`config.mk`:
```
export PLATFORM = sky130hd
export DESIGN_NAME = disp_scan
export DESIGN_NICKNAME = d
export VERILOG_FILES = /design/src/rtl/disp_scan.sv
export SDC_FILE = /design/constraint.sdc
export NUM_CORES = 1
export LEC_CHECK = 0
export ABC_AREA = 1
export CAP_MARGIN = 20
export CORE_ASPECT_RATIO = 0.6
export CORE_MARGIN = 1
export CORE_UTILIZATION = 46
export CTS_CLUSTER_DIAMETER = 100
export CTS_CLUSTER_SIZE = 24
export DETAILED_ROUTE_END_ITERATION = 12
export PLACE_DENSITY = 0.67
export SYNTH_ARGS = -nofsm -noshare
export SYNTH_HDL_FRONTEND = slang
export SYNTH_SLANG_ARGS = --single-unit
```
`constraint.sdc`:
```
create_clock -name clk -period 1.8 [get_ports clk]
set_input_delay 0.36 -clock clk [delete_from_list [all_inputs] [get_ports clk]]
set_output_delay 0.36 -clock clk [all_outputs]
set_load 0.05 [all_outputs]
```
`src/rtl/disp_scan.sv`:
```
// Four-digit multiplexed display scanner with a one-deep load buffer.
// The buffer is applied only at frame boundaries, so a frame never mixes two values.
module disp_scan #(
  parameter int DIV = 50000
) (
  input  logic        clk,
  input  logic        rst,
  input  logic        load_valid,
  input  logic [15:0] load_data,
  output logic        load_ready,
  input  logic        blank_lz,
  output logic [3:0]  nib,
  output logic [3:0]  an,
  output logic        blank,
  output logic        frame_done
);

  localparam int            CW      = (DIV > 1) ? $clog2(DIV) : 1;
  localparam logic [CW-1:0] CNT_MAX = CW'(DIV - 1);

  logic [CW-1:0] cnt_r;
  logic [1:0]    idx_r;
  logic [15:0]   disp_r;
  logic [15:0]   pbuf_r;
  logic          pend_r;
  logic [3:0]    an_r;
  logic [3:0]    nib_r;
  logic          blank_r;
  logic          frame_done_r;

  logic          tick_s;
  logic          wrap_s;
  logic          accept_s;
  logic [1:0]    idx_nxt_s;
  logic [15:0]   disp_nxt_s;

  // Leading-zero test: digit i is blank when it and every digit above it are zero.
  function automatic logic lz_blank(input logic [15:0] d, input logic [1:0] i, input logic en);
    logic hi_zero;
    case (i)
      2'd1:    hi_zero = (d[15:4] == 12'h000);
      2'd2:    hi_zero = (d[15:8] == 8'h00);
      2'd3:    hi_zero = (d[15:12] == 4'h0);
      default: hi_zero = 1'b0;
    endcase
    return en & hi_zero;
  endfunction

  // Next-state decode shared by the scan, buffer and output registers.
  always_comb begin
    tick_s     = (cnt_r == CNT_MAX);
    wrap_s     = tick_s && (idx_r == 2'd3);
    accept_s   = load_valid && !pend_r;
    idx_nxt_s  = idx_r;
    disp_nxt_s = disp_r;
    if (tick_s) begin
      idx_nxt_s = idx_r + 2'd1;
    end else begin
      idx_nxt_s = idx_r;
    end
    if (wrap_s && pend_r) begin
      disp_nxt_s = pbuf_r;
    end else begin
      disp_nxt_s = disp_r;
    end
  end

  // Prescaler and digit index.
  always_ff @(posedge clk or posedge rst) begin
    if (rst) begin
      cnt_r <= '0;
      idx_r <= 2'd0;
    end else begin
      cnt_r <= tick_s ? '0 : cnt_r + CW'(1);
      idx_r <= idx_nxt_s;
    end
  end

  // Pending buffer; transfer and acceptance are mutually exclusive through pend_r.
  always_ff @(posedge clk or posedge rst) begin
    if (rst) begin
      disp_r <= 16'h0000;
      pbuf_r <= 16'h0000;
      pend_r <= 1'b0;
    end else if (wrap_s && pend_r) begin
      disp_r <= pbuf_r;
      pend_r <= 1'b0;
    end else if (accept_s) begin
      pbuf_r <= load_data;
      pend_r <= 1'b1;
    end
  end

  // Output registers refresh on each tick so every digit is shown exactly DIV cycles.
  always_ff @(posedge clk or posedge rst) begin
    if (rst) begin
      an_r         <= 4'b0001;
      nib_r        <= 4'h0;
      blank_r      <= 1'b0;
      frame_done_r <= 1'b0;
    end else begin
      frame_done_r <= wrap_s;
      if (tick_s) begin
        an_r    <= 4'b0001 << idx_nxt_s;
        nib_r   <= disp_nxt_s[{idx_nxt_s, 2'b00} +: 4];
        blank_r <= lz_blank(disp_nxt_s, idx_nxt_s, blank_lz);
      end
    end
  end

  assign an         = an_r;
  assign nib        = nib_r;
  assign blank      = blank_r;
  assign frame_done = frame_done_r;
  assign load_ready = !pend_r;

endmodule

```
==> impl_metrics.toml, run 1 <==
[floorplanning]
die_x_um = 105
die_h_um = 63.8
die_area_sq_um = 6690
rows = 22
core-area_sq_um = 6110
initial_core_util_pct = 47.9
io_pins = 31

[clocking]
clockBufferDepth = 2
numCtsBuffers = 9
clkSinkCount = 61
cts.clk_slew.worst_paths_ps = 70
htree_levels = 3
clock_latency_ps = 330
cts-root-buf = "clkbuf_8"
cts_tree = "yes"

[place]
dp.cells = 481
dp_slack_ps = -98.9
globalplace.congestion = 0.886
post_dp_cell_area_sq_um = 3650
hpwlAfterDp_um = 4990
io_buffers = 30

[routing]
num_vias = 2573
drtPass1Iterations = 5
vias_per_cell = 4.96
ant_nets = 0
wl_met3_um = 526
drt_wl_total_um = 7540
drt_drc_violations_left = 0
wl_per_cell_um = 14.5
wl_met2_um = 3270
dr.first_iter.drc_count = 162
top_layer = "met4"
wl_met1_um = 3670

[yosys]
synth_cells = 331
synth_top_area_cell = "dfrtp_1"
ys_warn_count = 0
syn_area_sq_um = 2930
ys_types = 35
synth_edf_count = 0
synth_area_leaders = "dfrtp_1, nand2_1, inv_1"
yosysTopAreaCellShare_pct = 51.3
ys_seq_elements = 61
synth-main-ff-cell = "dfrtp_1"
ys_seq_area_share_pct = 52.2
async_flop_share_pct = 100
syn_area_per_cell_sq_um = 8.84
syn_nets = 353

[min_path]
hp-class = "in2async"

[timing]
slew_violations = 0
hold_violations = 0
fin_hold_ws_ps = 399
fin_ws_ps = -78.6
finalCritPeriodShare_pct = 104
finClkSkew_ps = 4.08
fin_crit_ps = 1880
finalSetupViolCount = 5
fmax_mhz = 532
grt_setup_unrepaired = "true"
tightest_slew_ps = 485
maxSlewHeadroom_pct = 67.6

[power_and_ir_drop]
power_frac_clock_pct = 46.0
finalPower_uw = 2690
share_seq_of_total_power_pct = 51.0
p_per_area_nw_per_um2 = 628
p_sw_share_pct = 20.8
power.leakage_uw = 0.00221
power.switching_uw = 560
ir_worst_vdd_v = 0.000440
combPwrFrac_pct = 3.0
p_int_uw = 2130

[grt]
grt_pass1_vias = 2296
antenna_found_initial = 0
grt_pass1_wl_um = 11400
grt_start_max_net_pins = 26
gr-usage-all-layers_pct = 22.3
overflow = 0

[finish]
area_delta_synth_final_pct = 46.3
stdcell_area_sq_um = 4280
drive_gt1_share_pct = 40.2
final_nets = 452
antenna_cells = 0
stdcell_count = 519

[critical_path]
timing.reg2reg.setup_slack_ps = -80
rr_startpoint = "cnt_r[1]"
crit_fanout = 7
cp-end-kind = "register"
r2r_cells = 12
critPathRequiredTime_ps = 2010
cp_data_arrival_time_ps = 2090
critPathKind = "reg2reg"
start_kind = "register"
r2r-end = "nib[3]"

[status]
violations = "negative setup slack"
outcome = "finished with violations"

[flow_run]
maxCapViolCount = 0
## flip-flops by register name (all words and copies together) (netlist names)
name	cells
disp_r	16
pend_r	1
an	4
cnt_r	16
nib	4
pbuf_r	16
frame_done	1
idx_r	2
blank	1
## area by class of cell
type	instances	area, sq um
fill	468	1830
sequential	61	1530
multi-input combinational	217	1400
timing repair buffer	96	863
inverter	45	178
clock buffer	12	155
tap	84	105
clock inverter	4	47.5
## routing by layer
metal / GRT usage [%] / vias up
met3: 5.51 / 9
li1: - / 1252
met4: 5.63 / 0
met2: 30.7 / 98
met1: 34.6 / 1214
met5: 0 / -
## timing repair
action	in CTS	in global routing
gates cloned	0	1
hold buffers	0	0
resized for setup	13	46
buffers inserted	5	16
setup endpoints to repair	7	12
pin swaps	4	33
## cell usage in the layout (no fill, tap or decap), types with 10 or more instances in the layout
| cell type | Yosys | final |
|---|---|---|
| nand3_1 | 21 | 14 |
| buf_4 | 0 | 67 |
| clkdlybuf4s50_1 | 0 | 19 |
| dfrtp_1 | 60 | 59 |
| a21oi_1 | 10 | 10 |
| clkbuf_8 | 0 | 11 |
| nor2_1 | 30 | 26 |
| inv_1 | 39 | 37 |
| nand2_2 | 5 | 20 |
| nand2_1 | 82 | 66 |
## worst max path at each step
stage	start	to	slack [ps]	cells past startpoint
6_report	cnt_r[1]	nib[3]	-80	12
5_1_grt	cnt_r[9]	nib[0]	-200	13
4_1_cts	cnt_r[1]	nib[1]	-30	12
3_5_place_dp	cnt_r[1]	nib[1]	-100	12
3_3_place_gp	cnt_r[0]	nib[1]	-70	12
2_1_floorplan	cnt_r[0]	blank	130	13
## synth_stat cells, types with 5 or more instances
master / number
a21oi_1: 10
dfrtp_1: 60
inv_1: 39
inv_2: 5
mux2_2: 8
nand2_1: 82
nand2_2: 5
nand2_4: 5
nand3_1: 21
nand4_1: 8
nor2_1: 30
nor2_2: 6
nor3_1: 5
o21ai_0: 6
o21ai_1: 7
## worst max-delay path, cell delays in order, from the launching register on
cell and delay, ps:
dfrtp_1 390, ha_4 190, nand3_4 90, nor2_4 170
nand4_4 130, buf_12 170, buf_4 140, nand2_2 60
o21ai_2 70, nand2_1 60, nand4_1 100, nand2_1 110
nand2_1 70
## metrics by stage
| stage | setup TNS (ps) | utilization, % |
|---|---|---|
| after global placement | -148 | 59.8 |
| final | -273 | 70.0 |
| after global routing | -1330 | 70.0 |
| after floorplan | 0 | - |
| after CTS | -37.0 | 64.6 |
| after detailed placement | -366 | 59.8 |
## power by group through the flow
stage	Combinational [uW]	Clock (uW)	Sequential, uW
4_1_cts	83.2	1260	1370
5_1_grt	88.2	1330	1370
6_report	80.1	1240	1370
3_5_place_dp	82.7	0	1400
3_3_place_gp	82.4	0	1400
2_1_floorplan	20.7	0	1400
## kinds of logic (layout without fill, tap and decap cells)
| logic type | after synthesis | in the layout | share of synthesized area [%] |
|---|---|---|---|
| AND/OR/NAND/NOR | 173 | 173 | 29.2 |
| flip-flops | 61 | 61 | 52.2 |
| buffers and inverters | 53 | 157 | 7.57 |
| AO/OA/AOI/OAI | 30 | 30 | 5.86 |
| multiplexers | 8 | 8 | 3.08 |
| XOR/XNOR | 4 | 4 | 1.20 |
| adder cells (fa/ha/maj) | 2 | 2 | 0.855 |
Power figures use the tool's default switching activity.
==> inputs of run 2 (changes only) <==
- GPL_ROUTABILITY_DRIVEN: default -> 0
- SLEW_MARGIN: default -> 20
==> results of run 2 <==
Same layout as run 1: the final DEF is identical, and so are final timing and power.
